[src/rtl/wb_cmd_master.sv]
`default_nettype none
// ============================================================================
// Module   : wb_cmd_master
// Purpose  : byte-stream command decoder issuing single 32-bit Wishbone cycles
// Revision : 1.0
// ============================================================================
module wb_cmd_master #(
  parameter int TIMEOUT = 255,
  parameter int TW      = 16
) (
  input  logic        clk,
  input  logic        rst_n,
  input  logic [7:0]  cmd_data,
  input  logic        cmd_valid,
  output logic        cmd_ready,
  output logic [7:0]  rsp_data,
  output logic        rsp_valid,
  input  logic        rsp_ready,
  output logic [16:0] wb_addr,
  output logic [31:0] wb_wdata,
  input  logic [31:0] wb_rdata,
  output logic [3:0]  wb_wstb,
  output logic        wb_we,
  output logic        wb_re,
  output logic        wb_cyc,
  output logic        wb_stb,
  input  logic        wb_ack
);

  typedef enum logic [2:0] {
    S_IDLE  = 3'd0,
    S_ADDR  = 3'd1,
    S_WDATA = 3'd2,
    S_BUS   = 3'd3,
    S_RSP   = 3'd4
  } state_t;

  localparam logic [TW-1:0] c_tmo_last = TW'(TIMEOUT - 1);
  localparam logic [7:0]    c_op_wr    = 8'h01;
  localparam logic [7:0]    c_op_rd    = 8'h02;
  localparam logic [7:0]    c_st_ok    = 8'h00;
  localparam logic [7:0]    c_st_tmo   = 8'hEE;

  state_t        r_state;
  state_t        w_next;
  logic          r_run;
  logic          r_wr;
  logic [1:0]    r_cnt;
  logic [16:0]   r_addr;
  logic [31:0]   r_wdata;
  logic [31:0]   r_rdata;
  logic [7:0]    r_status;
  logic [2:0]    r_idx;
  logic [TW-1:0] r_tmo;
  logic          r_cyc;
  logic          r_we;
  logic          r_re;
  logic [3:0]    r_wstb;
  logic [16:0]   r_wb_addr;
  logic [31:0]   r_wb_wdata;

  logic          w_cmd_ready;
  logic          w_cmd_fire;
  logic          w_ack_hit;
  logic          w_tmo_hit;
  logic          w_rsp_valid;
  logic          w_rsp_fire;
  logic          w_rsp_last;
  logic          w_bus_start;
  logic [16:0]   w_addr_shift;
  logic [31:0]   w_wdata_shift;
  logic [7:0]    w_rsp_data;

  always_ff @(posedge clk or negedge rst_n) begin
    if (!rst_n) r_state <= S_IDLE;
    else        r_state <= w_next;
  end

  always_comb begin
    w_next        = r_state;
    w_bus_start   = 1'b0;
    w_cmd_ready   = r_run && (r_state == S_IDLE || r_state == S_ADDR || r_state == S_WDATA);
    w_cmd_fire    = w_cmd_ready && cmd_valid;
    w_ack_hit     = (r_state == S_BUS) && wb_ack;
    w_tmo_hit     = (r_state == S_BUS) && !wb_ack && (r_tmo == c_tmo_last);
    w_rsp_valid   = (r_state == S_RSP);
    w_rsp_fire    = w_rsp_valid && rsp_ready;
    // Only a successful read carries the four data bytes after the status.
    w_rsp_last    = r_wr || (r_status != c_st_ok) || (r_idx == 3'd4);
    w_addr_shift  = {r_addr[8:0], cmd_data};
    w_wdata_shift = {r_wdata[23:0], cmd_data};
    w_rsp_data    = 8'h00;
    if (w_rsp_valid) begin
      case (r_idx)
        3'd0:    w_rsp_data = r_status;
        3'd1:    w_rsp_data = r_rdata[31:24];
        3'd2:    w_rsp_data = r_rdata[23:16];
        3'd3:    w_rsp_data = r_rdata[15:8];
        3'd4:    w_rsp_data = r_rdata[7:0];
        default: w_rsp_data = 8'h00;
      endcase
    end
    case (r_state)
      S_IDLE: begin
        if (w_cmd_fire && (cmd_data == c_op_wr || cmd_data == c_op_rd)) w_next = S_ADDR;
      end
      S_ADDR: begin
        if (w_cmd_fire && r_cnt == 2'd2) begin
          if (r_wr) begin
            w_next = S_WDATA;
          end else begin
            w_next      = S_BUS;
            w_bus_start = 1'b1;
          end
        end
      end
      S_WDATA: begin
        if (w_cmd_fire && r_cnt == 2'd3) begin
          w_next      = S_BUS;
          w_bus_start = 1'b1;
        end
      end
      S_BUS: begin
        if (w_ack_hit || w_tmo_hit) w_next = S_RSP;
      end
      S_RSP: begin
        if (w_rsp_fire && w_rsp_last) w_next = S_IDLE;
      end
      default: w_next = S_IDLE;
    endcase
  end

  always_ff @(posedge clk or negedge rst_n) begin
    if (!rst_n) begin
      r_run      <= 1'b0;
      r_wr       <= 1'b0;
      r_cnt      <= 2'd0;
      r_addr     <= 17'd0;
      r_wdata    <= 32'd0;
      r_rdata    <= 32'd0;
      r_status   <= 8'h00;
      r_idx      <= 3'd0;
      r_tmo      <= '0;
      r_cyc      <= 1'b0;
      r_we       <= 1'b0;
      r_re       <= 1'b0;
      r_wstb     <= 4'h0;
      r_wb_addr  <= 17'd0;
      r_wb_wdata <= 32'd0;
    end else begin
      r_run <= 1'b1;
      case (r_state)
        S_IDLE: begin
          if (w_cmd_fire) begin
            r_wr  <= (cmd_data == c_op_wr);
            r_cnt <= 2'd0;
          end
        end
        S_ADDR: begin
          if (w_cmd_fire) begin
            r_addr <= w_addr_shift;
            r_cnt  <= (r_cnt == 2'd2) ? 2'd0 : r_cnt + 2'd1;
          end
        end
        S_WDATA: begin
          if (w_cmd_fire) begin
            r_wdata <= w_wdata_shift;
            r_cnt   <= r_cnt + 2'd1;
          end
        end
        S_BUS: begin
          r_idx <= 3'd0;
          if (wb_ack) begin
            if (!r_wr) r_rdata <= wb_rdata;
            r_status <= c_st_ok;
          end else if (w_tmo_hit) begin
            r_status <= c_st_tmo;
          end else begin
            r_tmo <= r_tmo + 1'b1;
          end
        end
        S_RSP: begin
          if (w_rsp_fire) r_idx <= r_idx + 3'd1;
        end
        default: ;
      endcase

      // The last command byte is still on cmd_data, so load bus outputs from the shifted value.
      if (w_bus_start) begin
        r_cyc      <= 1'b1;
        r_we       <= r_wr;
        r_re       <= !r_wr;
        r_wstb     <= r_wr ? 4'hF : 4'h0;
        r_wb_addr  <= (r_state == S_ADDR) ? w_addr_shift : r_addr;
        r_wb_wdata <= (r_state == S_WDATA) ? w_wdata_shift : r_wdata;
        r_tmo      <= '0;
      end else if (w_ack_hit || w_tmo_hit) begin
        r_cyc      <= 1'b0;
        r_we       <= 1'b0;
        r_re       <= 1'b0;
        r_wstb     <= 4'h0;
        r_wb_addr  <= 17'd0;
        r_wb_wdata <= 32'd0;
      end
    end
  end

  assign cmd_ready = w_cmd_ready;
  assign rsp_valid = w_rsp_valid;
  assign rsp_data  = w_rsp_data;
  assign wb_addr   = r_wb_addr;
  assign wb_wdata  = r_wb_wdata;
  assign wb_wstb   = r_wstb;
  assign wb_we     = r_we;
  assign wb_re     = r_re;
  assign wb_cyc    = r_cyc;
  assign wb_stb    = r_cyc;

endmodule
`default_nettype wire

[config.mk]
export PLATFORM = sky130hd
export DESIGN_NAME = wb_cmd_master
export DESIGN_NICKNAME = d
export VERILOG_FILES = /design/src/rtl/wb_cmd_master.sv
export SDC_FILE = /design/constraint.sdc
export NUM_CORES = 1
export LEC_CHECK = 0
export BUFFER_PORTS_ARGS = -buffer_cell sky130_fd_sc_hd__clkbuf_2
export CORE_UTILIZATION = 42
export CTS_CLUSTER_DIAMETER = 200
export DETAILED_ROUTE_END_ITERATION = 6
export PLACE_DENSITY = 0.63
export SYNTH_ARGS = -nofsm -noshare
export SYNTH_HDL_FRONTEND = slang
export SYNTH_SLANG_ARGS = --single-unit
[constraint.sdc]
create_clock -name clk -period 5.4 [get_ports clk]
set_input_delay 0.54 -clock clk [delete_from_list [all_inputs] [get_ports clk]]
set_output_delay 0.54 -clock clk [all_outputs]
set_load 0.02 [all_outputs]
# Word level (Yosys, flattened, before mapping)
# Index checks and enable logic that the tools add are counted.
[totals] ram_bits=0 out_inout_bits=67 latchBits=0 ff_bits=171 rom_bits=0 wordCells=118 input_bits=45 n_memories=0
[op_classes] div_mod_pow=0 magnitude_cmp=0 shift=0 mul=0 n_mux=39 bitwise_logic=1 addsub=3 n_reduce_logical=35 eq_ne=24
[ops] cell="$mux 32" n=3
[ops] cell="$mux 16" n=4
[ops] cell="$mux 17" n=3
[ops] cell="$pmux 8 s5" n=1
[ops] cell="$mux 8" n=3
[ops] cell="$mux 3" n=6
[ops] cell="$add 16x1->16 const B" n=1
[ops] cell="$eq 16x8->1 const B" n=1
[ops] cell="$ne 2x1->1 const B" n=8
[ops] cell="$pmux 3 s5" n=1
[ops] cell="$eq 3x2->1 const B" n=4
[ops] cell="$mux 4" n=3
[ops] cell="$logic_and 1x1->1" n=10
[ops] cell="$reduce_and 2->1" n=5
[ops] cell="$eq 8x1->1 const B" n=1
[ops] cell="$eq 8x2->1 const B" n=1
[ops] cell="$mux 1" n=8
[ops] cell="$mux 2" n=4
[ops] cell="$reduce_bool 2->1" n=4
[ops] cell="$reduce_bool 8->1" n=1
[ops] cell="$eq 3x1->1 const B" n=2
[ops] cell="$eq 3x3->1 const B" n=2
[ops] cell="$logic_not 3->1" n=2
[ops] cell="$logic_or 1x1->1" n=6
[ops] cell="13 further kinds" n=18

# Depth between registers and ports, before layout
# Gate-level depths: netlist (run 1).
[logic_depth] depth_word=10 mapped_depth=9 ltp_nobuf=7

# Least setup slack after synthesis (run 1)
# OpenSTA, ideal clock, no wires.
[synth_path] kind="reg-to-output" start="register r_idx[0]" end="output rsp_data[0]" slack_ps=3102 stages_incl_launch_ff=6 arrival_ps=1758 n_path_buf=1 cell_sequence="dfrtp_1 > ha_1 > ha_1 > buf_1 > o41ai_2 > a21oi_1"
[synth_via] elab_chain_cells=3
[synth_lines] element="start, declared" line="53" rtl="logic [2:0] r_idx;"
[synth_lines] element="start signal, assigned" line="183" rtl="if (w_rsp_fire) r_idx <= r_idx + 3'd1;"
[synth_lines] element="$eq 3x3->1 (tied with other cells)" line="94" rtl="case (r_idx)"
[synth_lines] element="$pmux 8 s5 (*)" line="94"
[synth_lines] element="$mux 8 (*)" line="93" rtl="if (w_rsp_valid) begin"
[synth_lines] element="end, declared" line="16" rtl="output logic [7:0] rsp_data,"
# Every way passes the cells marked *; elsewhere a longest branch is shown, timed or not.

# Worst setup path after layout (run 1)
[layout_path] start="register r_idx[0]" end="output rsp_data[2]"
# The elaborated chain is that of the path after synthesis.

==> impl_metrics.py, run 1 <==
metrics = {
    "setup_path": {
        "cp.required_ns": 4.86,
        "cp-start-kind": "flop",
        "crit_buf_inv": 1,
        "critical_path_depth": 5,
        "crit_path_cell_trace": "ha_1 > ha_1 > o41ai_2 > a31oi_1 > clkbuf_2",
        "worst_ep_arrival_time_ns": 2.53,
        "r2r-start": "r_state[1]",
        "crit_family": "compound AO/OA/AOI/OAI gates",
        "slowest_delay_ns": 0.80,
        "r2r-end": "wb_wdata[14]",
        "r2r_slack_ns": 2.43,
        "crit_path_end_kind": "output pin",
        "cp_max_fo": 9,
        "crit_top_cell": "ha_1",
        "r2r_cells": 6,
        "cpMaxStageDelayCell": "o41ai_2",
        "crit_type": "flop to output pin",
    },
    "drt": {
        "via_per_inst": 5.424,
        "routed_wl_um": 16380,
        "antenna_left": 0,
        "drt-wirelength-per-cell_um": 17.13,
        "drc": 0,
        "dr.pass1.iters": 5,
        "drt-initial-drc-count": 281,
        "vias": 5185,
    },
    "floorplan": {
        "core_um2": 17540,
        "die-area_um2": 18730,
        "fp.dieH_um": 136.9,
        "die_x_um": 136.9,
        "initial_core_util_pct": 43.56,
        "ioPinCount": 112,
        "rows": 48,
    },
    "clock_network": {
        "worstSkewPairLatency_ns": 0.43,
        "ctsHoldBuffers": 0,
        "path_clk_slew_ns": 0.07,
        "h-tree-depth": 4,
        "numCtsBuffers": 17,
        "clk_path_buf_depth": 2,
        "cts_tree": "done",
        "cts_resized": 0,
        "post_cts_buffers": 0,
        "clock-sinks": 160,
        "cts_root_buffer": "clkbuf_16",
    },
    "logic_synthesis": {
        "synth_top_area_share_pct": 52.41,
        "synthArstFlopShare_pct": 100.0,
        "yosys-top-cells-area": "dfrtp_1 52%, mux2_2 12%, mux2i_1 6.6%",
        "syn_area_um2": 7640,
        "synth_most_common_cell": "dfrtp_1",
        "yosys-top-cells-count": "160 x dfrtp_1, 80 x mux2_2, 70 x nand2_1",
        "synth_edf_count": 0,
        "yosysWarningCount": 0,
        "ys_ff_latch": 160,
        "synth_nets": 684,
        "seq_area_frac_synth_pct": 52.41,
        "syn_inst": 628,
        "synth_cell_types": 54,
        "syn_avg_cell_area_um2": 12.17,
        "synthFlopType": "dfrtp_1",
        "synth_top_cell_by_area": "dfrtp_1",
    },
    "grt": {
        "grt_max_degree": 110,
        "gr-total-overflow": 0,
        "grt_usage_pct": 18.71,
        "antenna_found_initial": 0,
        "grt_pass1_vias": 5301,
        "grt_pass1_wl_um": 26830,
    },
    "sta": {
        "clock.fmax_mhz": 325.6,
        "setup_violations": 0,
        "worst_slew_pin_slew_ns": 1.218,
        "rsz0062_at_grt": "false",
        "drv_slew": 0,
        "slew-limit-headroom_pct": 18.81,
        "finalHoldViolations": 0,
        "finalCriticalPeriod_ns": 3.072,
        "tns_ns": 0,
        "clock_skew_ns": 0.01216,
        "period_share_pct": 56.88,
    },
    "layout": {
        "design_area_um2": 8805,
        "nets": 774,
        "layout-drive-gt1-share_pct": 36.25,
        "synthToLayoutAreaGrowth_pct": 15.25,
        "diodes": 0,
    },
    "placed_design": {
        "io_buffers": 111,
        "placedInstanceArea_um2": 8232,
        "gp_congestion": 0.8209,
        "dp_hpwl_um": 11100,
    },
    "power": {
        "leakagePower_nw": 4.033,
        "peakVddDrop_mv": 0.2585,
        "cellPowerDensity_nw_per_um2": 499.9,
        "design_power_total_mw": 4.401,
    },
    "worst_hold_path": {
        "worst_hold_path_type": "primary input to async pin",
    },
    "job": {
        "cap_violations": 0,
    },
    "run_status": {
        "outcome": "finished clean",
    },
}
cell usage in the layout (no fill, tap or decap), types with 6 or more instances in the layout:
| cell | n |
|---|---|
| mux2_2 | 80 |
| o22ai_2 | 27 |
| nand3_1 | 10 |
| inv_1 | 10 |
| nor2_1 | 19 |
| dfrtp_1 | 160 |
| a22oi_1 | 14 |
| o21ai_0 | 10 |
| nor3_1 | 7 |
| nand2_1 | 70 |
| xor2_1 | 8 |
| ha_1 | 11 |
| buf_4 | 6 |
| a21oi_1 | 13 |
| mux2i_1 | 50 |
| o22ai_1 | 24 |
| a31oi_1 | 9 |
| clkbuf_2 | 110 |
| clkbuf_16 | 17 |
how the worst max path moves through the flow:
stage | startpoint | endpoint | slack, ns
after floorplan | r_idx[0] | rsp_data[0] | 3.10
after global placement | r_state[1] | wb_wdata[12] | 2.54
after detailed placement | r_state[1] | wb_wdata[9] | 2.42
after CTS | r_idx[0] | rsp_data[2] | 2.29
after global routing | r_state[1] | wb_wdata[13] | 2.11
final | r_idx[0] | rsp_data[2] | 2.33
logic make-up (layout without fill, tap and decap cells):
kind of cell | after synthesis | count (layout) | share of synthesized area, %
DFF | 160 | 160 | 52.41
and+or+nand+nor | 143 | 143 | 9.237
muxes | 132 | 132 | 18.64
AOI/OAI and AO/OA | 114 | 114 | 12.05
buffers and inverters | 56 | 159 | 4.553
adders and majority gates | 11 | 11 | 1.801
xor gates and xnor gates | 11 | 11 | 1.261
other | 1 | 1 | 0.04908
where the power goes:
group / leakage [nW] / internal [mW] / switching, mW
Clock: 0.278 / 0.656 / 0.504
Sequential: 2.11 / 1.55 / 0.294
Combinational: 1.64 / 0.630 / 0.770
Total: 4.03 / 2.83 / 1.57
metal layers:
layer  part of all wire (%)  global-route usage (%)  vias to the layer above
li1                       -                       -                     2452
met1                     47                   25.11                     2588
met2                     47                   29.08                      128
met3                    5.6                   4.963                       17
met4                    1.1                   6.777                        0
met5                      0                       0                        -
sequential cells by signal (all words and copies together) (netlist names):
| signal | flops |
|---|---|
| wb_cyc | 1 |
| r_idx | 3 |
| r_status | 1 |
| wb_wstb | 1 |
| wb_re | 1 |
| r_rdata | 32 |
| wb_addr | 17 |
| r_wdata | 32 |
| r_state | 3 |
| r_tmo | 16 |
| r_run | 1 |
| r_cnt | 2 |
| r_wr | 1 |
| r_addr | 17 |
| wb_wdata | 32 |
area by class of cell:
type / instances / area, µm²
inverters: 10 / 37.54
well taps: 225 / 281.5
multi-input cells: 412 / 3302
clock buffers: 19 / 442.9
flip-flops and latches: 160 / 4004
repair buffers: 117 / 606.8
clock inverters: 13 / 130.1
fillers: 1562 / 8732
per-stage QoR:
| step | hold WS (ns) | utilization (%) | worst slack [ns] | instances |
|---|---|---|---|---|
| finish | 0.2536 | 50.21 | 2.328 | 956 |
| global route | 0.3310 | 50.21 | 2.109 | 956 |
| CTS | 0.3056 | 50.21 | 2.285 | 956 |
| detailed placement | 0.4942 | 46.94 | 2.424 | 924 |
| global placement | 0.4779 | 46.94 | 2.540 | 924 |
| floorplan | 0.2444 | - | 3.102 | 628 |
No activity file was read; power rests on OpenSTA's default activity.
==> run 2, diff against run 1 <==
--- a/config.mk
+++ b/config.mk
@@ -9,7 +9,7 @@
 export CORE_UTILIZATION = 42
 export CTS_CLUSTER_DIAMETER = 200
 export DETAILED_ROUTE_END_ITERATION = 6
-export PLACE_DENSITY = 0.63
+export PLACE_DENSITY = 0.65
 export SYNTH_ARGS = -nofsm -noshare
 export SYNTH_HDL_FRONTEND = slang
 export SYNTH_SLANG_ARGS = --single-unit
==> constraint.sdc (replaced) <==
create_clock -name clk -period 2.72 [get_ports clk]
set_input_delay 0.272 -clock clk [delete_from_list [all_inputs] [get_ports clk]]
set_output_delay 0.272 -clock clk [all_outputs]
set_load 0.02 [all_outputs]
==> run 2 against run 1 <==
- routed wire length up 1.2%
- first-iteration DRC count up 12%
- register-to-register slack worse by 1.9 ns
- via count up 1.1%
- count of clock-buffer cells in the layout up 1
- sequential share of layout area down 0.81 points
- clock power up 100%
- combinational power up 110%
- worst setup slack worse by 2.1 ns
- sequential power up 98%
- sequential cell count unchanged
==> impl_metrics.py, run 2 (synthesized netlist as in run 1, its figures left out) <==
metrics = {
    "layout": {
        "final_common_cell": "dfrtp_1",
        "layout-drive-gt1-share_pct": 36.79,
        "nets": 786,
        "multiInputGateArea_um2": 3302,
        "diodes": 0,
        "layout_common_cells": "160 x dfrtp_1, 110 x clkbuf_2, 80 x mux2_2",
        "n_fill_cell": 1540,
        "design_area_um2": 8964,
        "utilization_pct": 51.11,
        "synthToLayoutAreaGrowth_pct": 17.33,
        "seq_area_um2": 4004,
    },
    "drt": {
        "drt-initial-drc-count": 316,
        "via_per_inst": 5.421,
        "vias": 5242,
        "drt-wirelength-per-cell_um": 17.14,
        "antenna_left": 0,
        "routed_wl_um": 16580,
        "drc": 0,
        "dr.pass1.iters": 5,
    },
    "setup_path": {
        "r2r_slack_ns": 0.49,
        "cp_max_fo": 9,
        "worst_ep_arrival_time_ns": 2.25,
        "cp-start-kind": "flop",
        "cp.required_ns": 2.45,
        "crit_path_end_kind": "output pin",
        "crit_type": "flop to output pin",
    },
    "placed_design": {
        "io_buffers": 111,
        "placedInstanceArea_um2": 8377,
        "gp_congestion": 0.8279,
        "dp_hpwl_um": 11380,
    },
    "grt": {
        "grt_pass1_vias": 5380,
        "grt_pass1_wl_um": 26890,
        "antenna_found_initial": 0,
        "grt_usage_pct": 18.68,
        "grt_max_degree": 66,
        "gr-total-overflow": 0,
    },
    "floorplan": {
        "core_um2": 17540,
        "ioPinCount": 112,
        "die-area_um2": 18730,
        "fp.dieH_um": 136.9,
        "initial_core_util_pct": 43.56,
        "die_x_um": 136.9,
        "rows": 48,
    },
    "clock_network": {
        "worstSkewPairLatency_ns": 0.42,
        "cts_tree": "done",
        "post_cts_buffers": 0,
        "clock-sinks": 160,
        "h-tree-depth": 4,
        "clk_path_buf_depth": 2,
        "cts_root_buffer": "clkbuf_16",
        "path_clk_slew_ns": 0.06,
        "numCtsBuffers": 17,
    },
    "sta": {
        "rsz0062_at_grt": "false",
        "tns_ns": 0,
        "slew-limit-headroom_pct": 57.97,
        "period_share_pct": 92.72,
        "clock_skew_ns": 0.01019,
        "clock.fmax_mhz": 396.5,
        "worst_slew_pin_slew_ns": 0.6304,
        "finalHoldViolations": 0,
        "finalCriticalPeriod_ns": 2.522,
        "drv_slew": 0,
        "setup_violations": 0,
    },
    "run_status": {
        "outcome": "finished clean",
    },
    "worst_hold_path": {
        "worst_hold_path_type": "primary input to flop",
    },
    "power": {
        "peakVddDrop_mv": 0.5850,
        "leakagePower_nw": 4.121,
        "design_power_total_mw": 8.902,
        "cellPowerDensity_nw_per_um2": 993.1,
    },
    "job": {
        "cap_violations": 0,
    },
}
-- run 2: cell count changes in the layout (fill, tap and decap cells not counted), moves of 2 or more --
cell       delta
buf_4         +6
buf_12        +5
bufinv_16     +2
clkinv_2      +3
inv_8         -2
clkinv_4      -3
clkbuf_1      +2
-- run 2: power by group --
part	switching (mW)	total (mW)	internal [mW]
clock	0.920	2.35	1.43
combinational	1.59	2.91	1.32
sequential	0.568	3.64	3.07
-- run 2: stage by stage --
stage / hold WS (ns) / cells / worst slack [ns]
after detailed placement: 0.3206 / 935 / 0.5091
after floorplan: -0.02359 / 628 / 0.6902
after CTS: 0.06224 / 967 / 0.1745
after global routing: 0.06941 / 967 / 0.03943
final: 0.08735 / 967 / 0.1981
after global placement: 0.3032 / 935 / 0.5825
-- run 2: timing repair --
action	CTS	global route
endpoints found under the hold margin	63	0
gates resized for setup	0	0
hold buffers	1	0
-- run 2: final timing paths --
check / startpoint / cells after the start / endpoint
worst max-delay path: r_idx[0] / 6 / rsp_data[3]
max in group asynchronous: rst_n / 3 / r_wdata[4]
worst min-delay path: wb_rdata[20] / 2 / r_rdata[20]
min in group asynchronous: rst_n / 2 / r_tmo[2]
worst max register to register: r_tmo[0] / 8 / wb_wdata[4]
worst min register to register: r_rdata[7] / 1 / r_rdata[7]
-- run 2: critical path, stage by stage (launching register included) --
cell and delay, ns:
dfrtp_1 0.45, ha_1 0.23, ha_1 0.34, o41ai_2 0.36, buf_4 0.21, a31oi_1 0.07
clkbuf_2 0.18
-- run 2: per-layer routing --
metal	GRT usage, %	vias up	wire length (µm)
met1	24.81	2612	7680
met4	4.884	0	109
met2	30.46	151	7875
met3	4.630	9	911
met5	0	-	0
li1	-	2470	-
-- run 2: final cells by class --
cell class | count | area share, %
clock inverters | 11 | 1.563
flip-flops and latches | 160 | 44.67
well taps | 225 | 3.141
repair buffers | 129 | 8.501
clock buffers | 20 | 4.872
inverters | 10 | 0.4188
multi-input cells | 412 | 36.84
